[src/rtl/karatsuba_seq_mult.sv]
// -----------------------------------------------------------------------------
// karatsuba_seq_mult
//
// Sequential 8x8 unsigned Karatsuba multiplier. A single external product ROM
// (address {a[4:0], b[4:0]}, data a*b) is used three times per operation:
//   A = Xl*Yl,  B = Xh*Yh,  C = (Xl+Xh)*(Yl+Yh)
// and the result is combined as P = (B << 8) + ((C - A - B) << 4) + A.
//
// Flow: IDLE -> LK_A -> LK_B -> LK_C -> CMB -> OUT -> IDLE
//   ROM_LAT = 0 : combinational ROM, each lookup state lasts one cycle.
//   ROM_LAT = 1 : registered ROM, each lookup state lasts two cycles with the
//                 address held; data is taken at the end of the second cycle.
//
// Ports
//   clk        in   1   clock, rising edge
//   rst_n      in   1   asynchronous active-low reset
//   in_valid   in   1   X/Y valid
//   in_ready   out  1   high only in IDLE
//   X, Y       in   8   operands, sampled on the accept edge
//   rom_addr   out  10  product ROM address, 0 outside the lookup states
//   rom_data   in   10  product ROM data
//   out_valid  out  1   P valid (OUT state)
//   out_ready  in   1   consumer accepts P
//   P          out  16  product, held until the next combine step
//   busy       out  1   operation in flight
// -----------------------------------------------------------------------------
module karatsuba_seq_mult #(
    parameter int ROM_LAT = 0   // 0 = combinational ROM, 1 = registered ROM
) (
    input  logic        clk,
    input  logic        rst_n,
    input  logic        in_valid,
    output logic        in_ready,
    input  logic [7:0]  X,
    input  logic [7:0]  Y,
    output logic [9:0]  rom_addr,
    input  logic [9:0]  rom_data,
    output logic        out_valid,
    input  logic        out_ready,
    output logic [15:0] P,
    output logic        busy
);

    typedef enum logic [2:0] {
        S_IDLE,
        S_LK_A,
        S_LK_B,
        S_LK_C,
        S_CMB,
        S_OUT
    } state_t;

    state_t      r_state;
    state_t      w_state_nxt;

    logic [7:0]  r_x;
    logic [7:0]  r_y;
    logic [7:0]  r_a;       // Xl*Yl, at most 225
    logic [7:0]  r_b;       // Xh*Yh, at most 225
    logic [9:0]  r_c;       // (Xl+Xh)*(Yl+Yh), at most 900
    logic [15:0] r_p;
    logic        r_wait;    // set during the first cycle of a registered-ROM lookup

    logic        w_lookup;
    logic        w_cap;
    logic [4:0]  w_sum_x;
    logic [4:0]  w_sum_y;
    logic [15:0] w_m;
    logic [15:0] w_p;

    assign w_sum_x = {1'b0, r_x[3:0]} + {1'b0, r_x[7:4]};
    assign w_sum_y = {1'b0, r_y[3:0]} + {1'b0, r_y[7:4]};

    // With a registered ROM the data for the held address appears one cycle
    // late, so the lookup state captures only on its second cycle.
    assign w_cap    = (ROM_LAT == 0) ? 1'b1 : r_wait;
    assign w_lookup = (r_state == S_LK_A) || (r_state == S_LK_B) || (r_state == S_LK_C);

    // Middle Karatsuba term; C >= A + B always holds, so this never wraps.
    assign w_m = {6'd0, r_c} - {8'd0, r_a} - {8'd0, r_b};
    assign w_p = {r_b, 8'h00} + (w_m << 4) + {8'd0, r_a};

    assign P = r_p;

    // -------------------------------------------------------------------------
    // State register
    // -------------------------------------------------------------------------
    // NOTE: all clocked state uses non-blocking assignments so every register
    // samples pre-edge values regardless of block ordering.
    always_ff @(posedge clk or negedge rst_n) begin
        if (!rst_n) begin
            r_state <= S_IDLE;
        end else begin
            r_state <= w_state_nxt;
        end
    end

    // -------------------------------------------------------------------------
    // Next state and outputs
    // -------------------------------------------------------------------------
    // NOTE: every output of this block gets a default before the case so no
    // path leaves a signal unassigned, which would infer a latch.
    always_comb begin
        w_state_nxt = r_state;
        in_ready    = 1'b0;
        out_valid   = 1'b0;
        rom_addr    = 10'd0;
        busy        = (r_state != S_IDLE);

        case (r_state)
            S_IDLE: begin
                in_ready = 1'b1;
                if (in_valid) begin
                    w_state_nxt = S_LK_A;
                end
            end
            S_LK_A: begin
                rom_addr = {1'b0, r_x[3:0], 1'b0, r_y[3:0]};
                if (w_cap) begin
                    w_state_nxt = S_LK_B;
                end
            end
            S_LK_B: begin
                rom_addr = {1'b0, r_x[7:4], 1'b0, r_y[7:4]};
                if (w_cap) begin
                    w_state_nxt = S_LK_C;
                end
            end
            S_LK_C: begin
                rom_addr = {w_sum_x, w_sum_y};
                if (w_cap) begin
                    w_state_nxt = S_CMB;
                end
            end
            S_CMB: begin
                w_state_nxt = S_OUT;
            end
            S_OUT: begin
                out_valid = 1'b1;
                if (out_ready) begin
                    w_state_nxt = S_IDLE;
                end
            end
            default: begin
                w_state_nxt = S_IDLE;
            end
        endcase
    end

    // -------------------------------------------------------------------------
    // Datapath registers
    // -------------------------------------------------------------------------
    always_ff @(posedge clk or negedge rst_n) begin
        if (!rst_n) begin
            r_x    <= 8'd0;
            r_y    <= 8'd0;
            r_a    <= 8'd0;
            r_b    <= 8'd0;
            r_c    <= 10'd0;
            r_p    <= 16'd0;
            r_wait <= 1'b0;
        end else begin
            if (r_state == S_IDLE && in_valid) begin
                r_x <= X;
                r_y <= Y;
            end

            // Toggles 0 -> 1 -> 0 across each two-cycle lookup; stays 0 for a
            // combinational ROM.
            if (ROM_LAT != 0 && w_lookup) begin
                r_wait <= ~r_wait;
            end else begin
                r_wait <= 1'b0;
            end

            if (w_cap) begin
                case (r_state)
                    S_LK_A:  r_a <= rom_data[7:0];
                    S_LK_B:  r_b <= rom_data[7:0];
                    S_LK_C:  r_c <= rom_data;
                    default: ;
                endcase
            end

            if (r_state == S_CMB) begin
                r_p <= w_p;
            end
        end
    end

endmodule

[config.mk]
export PLATFORM = sky130hd
export DESIGN_NAME = karatsuba_seq_mult
export DESIGN_NICKNAME = d
export VERILOG_FILES = /design/src/rtl/karatsuba_seq_mult.sv
export SDC_FILE = /design/constraint.sdc
export NUM_CORES = 1
export LEC_CHECK = 0
export CAP_MARGIN = 20
export CORE_ASPECT_RATIO = 1.4
export CORE_MARGIN = 1
export CORE_UTILIZATION = 25
export CTS_BUF_LIST = sky130_fd_sc_hd__clkbuf_8
export CTS_CLUSTER_DIAMETER = 30
export CTS_CLUSTER_SIZE = 14
export DETAILED_ROUTE_END_ITERATION = 10
export HOLD_SLACK_MARGIN = 0.02
export PLACE_DENSITY = 0.47
export SYNTH_ARGS = -nofsm -noshare
export SYNTH_HDL_FRONTEND = slang
export SYNTH_SLANG_ARGS = --single-unit
[constraint.sdc]
create_clock -name clk -period 11.2 [get_ports clk]
set_input_delay 1.12 -clock clk [delete_from_list [all_inputs] [get_ports clk]]
set_output_delay 1.12 -clock clk [all_outputs]
set_load 0.005 [all_outputs]
==> flow_metrics.py, run 1 <==
metrics = {
    "route": {
        "first_iter_violations": 110,
        "drc": 0,
        "num_vias": 3167,
        "dr.pass1.iters": 4,
        "top_layer_used": "met4",
        "wl_met2_mm": 4.62,
        "ant_nets": 0,
        "wl_met1_mm": 4.10,
        "wl_per_cell_um": 13.9,
        "wl_met3_um": 445,
        "drt-vias-per-instance": 4.64,
        "drt_wl_total_mm": 9.47,
    },
    "status": {
        "run_status": "complete, no violations",
    },
    "layout": {
        "drive_gt1_frac": 0.107,
        "fill_cells": 1683,
        "antenna_cells": 0,
        "fin_nets": 555,
        "area_delta_synth_final_pct": 24.0,
    },
    "sta": {
        "whs_ps": 476,
        "relSlewSlack": 0.460,
        "slew_violations": 0,
        "period_needed_ps": 4860,
        "fmax_ghz": 0.206,
        "setup_tns_ps": 0,
        "rsz0062_at_grt": "no",
        "fin_skew_ps": 4.34,
        "setup_viol": 0,
        "final_hold_viol_count": 0,
        "finalCritPeriodShare": 0.434,
        "worstMarginPinSlew_ps": 810,
    },
    "clock_network": {
        "cts_buffers": 9,
        "htree_levels": 3,
        "clk_pin_slew_ps": 70,
        "cts_tree": "built",
        "cts_root_buf": "clkbuf_8",
        "cts_setup_buffers": 0,
        "cts.path.max_buffers": 2,
        "ctsResizeCount": 0,
        "clk_latency_ps": 340,
        "hold_buffers": 0,
        "cts_sinks": 61,
    },
    "setup_path": {
        "critical_path.max_stage_delay_ps": 420,
        "cp_cell_sequence": "inv_1, ha_1, inv_1, fa_1, a211oi_1, o21bai_1, a21oi_1, xnor2_1, ha_1, or2_2, a21oi_1, a21o_1, a21oi_1, o31ai_1, xnor2_1, ha_1, o21ai_0, a21oi_1, or2_2, a31oi_2, xnor2_1, or4_1, nand3_1",
        "start_kind": "flop",
        "critPathKind": "flop to flop",
        "regToRegSetupSlack_ps": 6340,
        "crit_family": "compound AO/OA/AOI/OAI gates",
        "worstPathRequired_ps": 11480,
        "cp.buffers_inverters": 2,
        "r2r_start": "r_c[0]$_DFFE_PN0P_",
        "crit_path_frequent_cell": "a21oi_1",
        "critPathCaptureType": "flop",
        "cp.arrival_ps": 5130,
        "worst_r2r_path_depth": 23,
        "crit_fanout": 4,
        "crit_slowest_cell": "fa_1",
        "r2r_end": "P[15]$_DFFE_PN0P_",
    },
    "hold_path": {
        "holdPathStages": 2,
        "hp-start": "P[7]$_DFFE_PN0P_",
        "holdPathEnd": "P[7]$_DFFE_PN0P_",
        "hold_path_class": "flop to flop",
    },
    "floorplanning": {
        "core-area_sq_um": 15700,
        "die_width_um": 109,
        "die_y_um": 152,
        "start_util": 0.257,
        "dieArea_sq_um": 16600,
        "ios": 59,
        "row_count": 54,
    },
    "global_route": {
        "gr-usage-all-layers": 0.125,
        "grt_pass1_vias": 3387,
        "antenna_found_initial": 0,
        "grt_overflow": 0,
        "grt_max_degree": 62,
        "grt_pass1_wl_mm": 16.0,
    },
    "synth": {
        "yosys_most_used_dff": "dfrtp_1",
        "synth.distinct_cells": 47,
        "synth_seq_cells": 61,
        "synth_seq_area_share": 0.379,
        "synth-edff-count": 0,
        "syn_inst": 423,
        "syn_nets": 495,
        "yosys_warnings": 0,
        "syn_area_per_cell_sq_um": 9.53,
        "synth_async_sr_flop_share": 1.00,
        "syn_area_sq_um": 4030,
    },
    "place": {
        "dp_hpwl_mm": 7.26,
        "io_buffers": 58,
        "routabilityCongestion": 0.763,
    },
    "run": {
        "cap_violations": 0,
    },
}
[cell type report]
class	instances	area (sq um)	area share
clock buffers	10	138	0.0275
clock inverters	4	42.5	0.00851
inverters	31	116	0.0233
multi-input cells	318	2320	0.465
flip-flops and latches	61	1530	0.305
well taps	196	245	0.0491
repair buffers	62	606	0.121
[logic make-up (layout without fill, tap and decap cells)]
logic type | after synthesis | in the layout | share of synthesized area
AOI/OAI and AO/OA | 112 | 112 | 0.170
and+or+nand+nor | 104 | 104 | 0.117
DFF | 61 | 61 | 0.379
buffers and inverters | 44 | 107 | 0.0447
adders and majority gates | 42 | 42 | 0.140
muxes | 35 | 35 | 0.0953
xor gates and xnor gates | 25 | 25 | 0.0543
[sequential cells by signal (all words and copies together), names as in the netlist]
register  flops
r_a           8
r_x           8
r_y           8
r_state       3
r_b           8
P            16
r_c          10
[worst max-delay path by stage]
stage	from	endpoint	slack (ps)	cells after the start
final	r_c[0]$_DFFE_PN0P_	P[15]$_DFFE_PN0P_	6340	23
after global routing	r_c[0]$_DFFE_PN0P_	P[15]$_DFFE_PN0P_	5910	23
after CTS	r_c[0]$_DFFE_PN0P_	P[15]$_DFFE_PN0P_	6320	23
after detailed placement	r_c[0]$_DFFE_PN0P_	P[15]$_DFFE_PN0P_	6360	23
after global placement	r_c[0]$_DFFE_PN0P_	P[15]$_DFFE_PN0P_	6420	23
after floorplan	r_c[0]$_DFFE_PN0P_	P[15]$_DFFE_PN0P_	6750	23
[worst min-delay path, cell delays in order (launching register included)]
cell,delay (ps)
dfrtp_1,340
nand2_1,50
o31ai_1,50
[per-layer routing]
layer,track usage,up-vias
met2,0.212,71
met1,0.143,1483
met5,0,-
li1,-,1592
met4,0.0635,0
met3,0.0291,21
[placed cells by master, fill, tap and decap left out, drive strengths merged, types with 3 or more instances in the layout]
cell            n
a211oi          4
a21o            9
a21oi          25
a31oi           4
buf             5
clkbuf         10
clkdlybuf4s50  57
dfrtp          61
fa              5
ha             37
inv            32
mux2           27
mux2i           8
nand2          42
nand2b          4
nor2           28
nor2b           8
nor3            6
o21a            9
o21ai          45
o31ai           3
or2             4
xnor2          20
xor2            5
[cells in the mapped netlist (2+ instances only)]
cell	count	area share
xor2_1	5	0.011
mux2_2	27	0.075
o2111ai_1	2	0.0043
o21bai_1	2	0.0037
and2_1	2	0.0031
mux2i_1	8	0.020
o21a_1	9	0.017
o21ai_0	45	0.056
a22oi_1	2	0.0037
nand2b_1	4	0.0062
nor3_1	6	0.0075
o31ai_1	3	0.0056
o31a_1	2	0.0043
xnor2_1	20	0.043
and3_1	2	0.0031
inv_1	30	0.028
a31oi_1	3	0.0047
fa_1	5	0.025
or2_2	4	0.0062
ha_1	37	0.11
a21oi_1	25	0.031
or4_1	2	0.0037
nand3_1	2	0.0025
clkbuf_1	7	0.0065
nor2_1	28	0.026
nor2b_1	8	0.012
buf_2	3	0.0037
dfrtp_1	61	0.38
nand2_1	42	0.039
a21o_1	8	0.015
a211oi_1	3	0.0056
[per-stage QoR]
stage	instances	util	instance area, sq um	setup slack [ps]
after floorplan	423	-	4030	6750
after global placement	668	0.307	4820	6420
after detailed placement	668	0.307	4820	6360
after CTS	682	0.319	5000	6320
after global routing	682	0.319	5000	5910
final	682	0.319	5000	6340
Power of run 1 is left out: the tool's default activity adds up to more than one toggle a clock period on the data nets, which glitch-free logic cannot reach.
==> inputs of run 2 (changes only) <==
Settings changed: PLACE_DENSITY 0.47 to 0.48.
Clock period 11.2 ns to 4.15 ns, I/O delays scaled along.
==> flow_metrics.py, run 2 (synthesis results as in run 1) <==
metrics = {
    "layout": {
        "final_cell_mix": "dfrtp_1 (61), clkdlybuf4s50_1 (57), buf_4 (47)",
        "final_common_cell": "dfrtp_1",
        "largest_register_ffs": 16,
        "area_delta_synth_final_pct": 36.0,
        "drive_gt1_frac": 0.226,
        "fin_nets": 598,
        "antenna_cells": 0,
    },
    "sta": {
        "relSlewSlack": 0.493,
        "setup_tns_ps": -224,
        "finalCritPeriodShare": 1.05,
        "fmax_ghz": 0.229,
        "final_hold_viol_count": 0,
        "slew_violations": 0,
        "worstMarginPinSlew_ps": 761,
        "setup_viol": 1,
        "fin_skew_ps": 7.28,
        "finalWorstSetupSlack_ps": -224,
        "period_needed_ps": 4370,
        "rsz0062_at_grt": "yes",
    },
    "global_route": {
        "use_met3": 0.0222,
        "antenna_found_initial": 0,
        "grt_pass1_wl_mm": 16.6,
        "gr-usage-all-layers": 0.128,
        "met1_usage": 0.141,
        "use_met2": 0.234,
        "grt_overflow": 0,
        "grt_most_used_layer": "met2",
        "grt_pass1_vias": 3559,
        "grt_max_degree": 32,
    },
    "setup_path": {
        "crit_fanout": 3,
        "critical_path.max_stage_delay_ps": 400,
        "crit_family": "compound AO/OA/AOI/OAI gates",
        "r2r_start": "r_c[0]$_DFFE_PN0P_",
        "regToRegSetupSlack_ps": -220,
        "r2r_end": "P[15]$_DFFE_PN0P_",
        "critPathCaptureType": "flop",
        "cp.arrival_ps": 4660,
        "cp.buffers_inverters": 2,
        "worst_r2r_path_depth": 23,
        "start_kind": "flop",
        "worstPathRequired_ps": 4440,
        "crit_slowest_cell": "or4_1",
        "critPathKind": "flop to flop",
        "cp_cell_sequence": "inv_2, ha_4, inv_2, fa_2, a211oi_2, o21bai_1, a21oi_2, xnor2_1, ha_1, or2_4, a21oi_4, a21o_1, a21oi_1, o31ai_2, xnor2_1, ha_2, o21ai_1, a21oi_1, or2_4, a31oi_4, xnor2_2, or4_1, nand3_1",
    },
    "status": {
        "violations": "setup timing",
        "run_status": "finished, violations left",
    },
    "clock_network": {
        "hold_buffers": 0,
        "clk_latency_ps": 350,
        "htree_levels": 3,
        "cts.path.max_buffers": 2,
        "cts_root_buf": "clkbuf_8",
        "clk_pin_slew_ps": 70,
        "cts_tree": "built",
        "cts_sinks": 61,
        "cts_buffers": 9,
    },
    "floorplanning": {
        "die_width_um": 109,
        "core-area_sq_um": 15700,
        "ios": 59,
        "dieArea_sq_um": 16600,
        "row_count": 54,
        "start_util": 0.257,
        "die_y_um": 152,
    },
    "route": {
        "wl_per_cell_um": 13.5,
        "ant_nets": 0,
        "drc": 0,
        "drt_wl_total_mm": 9.79,
        "first_iter_violations": 73,
        "dr.pass1.iters": 4,
        "num_vias": 3346,
        "drt-vias-per-instance": 4.60,
    },
    "run": {
        "cap_violations": 0,
    },
    "place": {
        "routabilityCongestion": 0.783,
        "io_buffers": 58,
        "dp_hpwl_mm": 7.74,
    },
    "hold_path": {
        "hold_path_class": "input port to async pin",
    },
}
[run 2: worst max path at each step]
stage          slack, ps                 to  cells after the start               start
4_1_cts             -270  P[15]$_DFFE_PN0P_                     23  r_c[0]$_DFFE_PN0P_
6_report            -220  P[15]$_DFFE_PN0P_                     23  r_c[0]$_DFFE_PN0P_
3_3_place_gp        -230  P[15]$_DFFE_PN0P_                     23  r_c[0]$_DFFE_PN0P_
3_5_place_dp        -270  P[15]$_DFFE_PN0P_                     23  r_c[0]$_DFFE_PN0P_
5_1_grt             -500  P[15]$_DFFE_PN0P_                     23  r_c[0]$_DFFE_PN0P_
2_1_floorplan       -100  P[15]$_DFFE_PN0P_                     23  r_c[0]$_DFFE_PN0P_
[run 2: final cells by class]
class	instances	area, sq um
clock inverters	2	37.5
fillers	1640	10200
flip-flops and latches	61	1530
multi-input cells	318	2430
well taps	196	245
inverters	31	116
repair buffers	105	928
clock buffers	14	193
[run 2: layer usage]
| metal | part of all wire | vias up | routed length, um |
|---|---|---|---|
| li1 | - | 1670 | - |
| met1 | 0.42 | 1600 | 4090 |
| met2 | 0.53 | 63 | 5150 |
| met3 | 0.037 | 13 | 365 |
| met4 | 0.019 | 0 | 184 |
| met5 | 0 | - | 0 |
[run 2: timing repair]
| item | CTS | global route |
|---|---|---|
| setup buffers | 1 | 1 |
| pin swaps | 8 | 18 |
| setup endpoints to repair | 2 | 3 |
| resized for setup | 2 | 21 |
[run 2: metrics by stage]
stage               hold WS (ps)  worst slack [ps]   util  cell area, sq um  std cells
finish                       132              -224  0.350              5480        727
CTS                          149              -271  0.344              5400        726
global route                 183              -497  0.350              5480        727
global placement             463              -234  0.329              5150        709
detailed placement           473              -272  0.329              5150        709
floorplan                    119              -102      -              4060        423
[run 2: worst reg2reg max path: stages (launching register included)]
cell and delay, ps:
dfrtp_1 390, inv_2 80, ha_4 120, inv_2 30, fa_2 380, a211oi_2 240
o21bai_1 110, a21oi_2 140, xnor2_1 140, ha_1 260, or2_4 240, a21oi_4 150
a21o_1 110, a21oi_1 80, o31ai_2 210, xnor2_1 150, ha_2 300, o21ai_1 130
a21oi_1 60, or2_4 240, a31oi_4 180, xnor2_2 90, or4_1 400, nand3_1 90
Power of run 2 is left out for the same reason.
==> inputs of run 3 (changes only) <==
Settings changed: GPL_TIMING_DRIVEN set to 0, SETUP_SLACK_MARGIN set to 0.3.
Clock period 4.15 ns to 3.5 ns, I/O delays scaled along.
==> flow_metrics.py, run 3 (synthesis results as in run 1) <==
metrics = {
    "floorplanning": {
        "start_util": 0.257,
        "ios": 59,
        "die_width_um": 109,
        "core-area_sq_um": 15700,
        "die_y_um": 152,
        "dieArea_sq_um": 16600,
        "row_count": 54,
    },
    "setup_path": {
        "worstPathRequired_ps": 3780,
        "worst_r2r_path_depth": 22,
        "crit_fanout": 4,
        "start_kind": "flop",
        "cp.arrival_ps": 4710,
        "r2r_start": "r_c[0]$_DFFE_PN0P_",
        "cp-startpoint": "r_c[0]$_DFFE_PN0P_",
        "critPathCaptureType": "flop",
        "critPathKind": "flop to flop",
    },
    "layout": {
        "drive_gt1_frac": 0.216,
        "fin_area_sq_um": 5440,
        "final_cell_mix": "dfrtp_1 (60), clkdlybuf4s50_1 (57), nand2_1 (42)",
        "final_common_cell": "dfrtp_1",
        "fin_cells": 714,
        "largest_register_ffs": 16,
        "fin_nets": 586,
        "final_util": 0.347,
        "antenna_cells": 0,
        "area_delta_synth_final_pct": 35.1,
    },
    "clock_network": {
        "clk_pin_slew_ps": 70,
        "clk_latency_ps": 340,
        "cts_buffers": 9,
        "cts.path.max_buffers": 2,
        "cts_tree": "built",
        "cts_sinks": 61,
        "cts_root_buf": "clkbuf_8",
        "htree_levels": 3,
        "hold_buffers": 0,
    },
    "status": {
        "run_status": "finished, violations left",
        "violations": "setup timing",
    },
    "global_route": {
        "antenna_found_initial": 0,
        "grt_overflow": 0,
        "grt_pass1_vias": 3592,
        "grt_pass1_wl_mm": 17.2,
        "grt_max_degree": 62,
        "gr-usage-all-layers": 0.134,
    },
    "route": {
        "wl_per_cell_um": 14.2,
        "first_iter_violations": 90,
        "drc": 0,
        "drt-vias-per-instance": 4.53,
        "ant_nets": 0,
        "dr.pass1.iters": 4,
        "num_vias": 3234,
        "drt_wl_total_mm": 10.1,
    },
    "sta": {
        "fmax_ghz": 0.226,
        "rsz0062_at_grt": "yes",
        "setup_viol": 8,
        "worstMarginPinSlew_ps": 928,
        "final_hold_viol_count": 0,
        "fin_skew_ps": 6.25,
        "slew_violations": 0,
        "finalWorstSetupSlack_ps": -925,
        "finalCritPeriodShare": 1.26,
        "relSlewSlack": 0.376,
        "period_needed_ps": 4420,
    },
    "place": {
        "dp_hpwl_mm": 7.66,
        "dpl_cell_area_sq_um": 4910,
        "io_buffers": 58,
        "placed_cells": 677,
        "routabilityCongestion": 0.773,
        "dp_worst_setup_slack_ps": -1050,
    },
    "hold_path": {
        "hold_path_class": "input port to async pin",
    },
    "run": {
        "cap_violations": 0,
    },
}
run 3: area by class of cell:
class	instances	area [sq um]
timing repair buffer	80	769
multi-input combinational	318	2520
sequential	61	1530
clock buffer	11	151
clock inverter	4	47.5
buffer	13	63.8
tap	196	245
fill	1640	10200
inverter	31	116
run 3: routing by layer:
metal / global-route usage / share of wire / wire [um]
met4: 0.0635 / 0.021 / 211
met1: 0.149 / 0.42 / 4250
met5: 0 / 0 / 0
met2: 0.240 / 0.53 / 5330
met3: 0.0235 / 0.034 / 342
run 3: repair_timing:
item	in CTS	in global routing
endpoints found under the setup margin	6	8
pin swaps	30	11
hold endpoints to repair	0	0
gates cloned	0	0
buffers inserted	19	3
gates resized for setup	34	9
run 3: critical path: stages, from the launching register on:
cell	delay (ps)
dfrtp_1	390
inv_2	80
ha_4	120
inv_2	30
fa_2	360
buf_4	150
xor2_1	140
ha_1	320
o21a_1	180
o31a_1	140
o31ai_1	320
a21o_1	190
a21oi_1	70
o31ai_1	250
xnor2_1	160
ha_2	310
o21ai_2	120
a21oi_1	50
or2_4	240
a31oi_4	170
xnor2_2	80
or4_1	400
nand3_1	90
run 3: final timing paths:
| path | endpoint | slack, ps |
|---|---|---|
| hold / removal | r_y[3]$_DFFE_PN0P_ | 80 |
| hold reg to reg | P[6]$_DFFE_PN0P_ | 480 |
| setup reg to reg | P[15]$_DFFE_PN0P_ | -920 |
| setup / recovery | P[15]$_DFFE_PN0P_ | -920 |
| min in group clk | P[6]$_DFFE_PN0P_ | 480 |
| max in group asynchronous | r_a[0]$_DFFE_PN0N_ | 2820 |
run 3: metrics by stage:
stage | hold WS, ps | setup TNS [ps]
3_3_place_gp | 464 | -11130
3_5_place_dp | 469 | -1890
4_1_cts | 127 | -2810
2_1_floorplan | 54.4 | -882
6_report | 84.6 | -3750
5_1_grt | 161 | -5480
Power of run 3 is left out for the same reason.
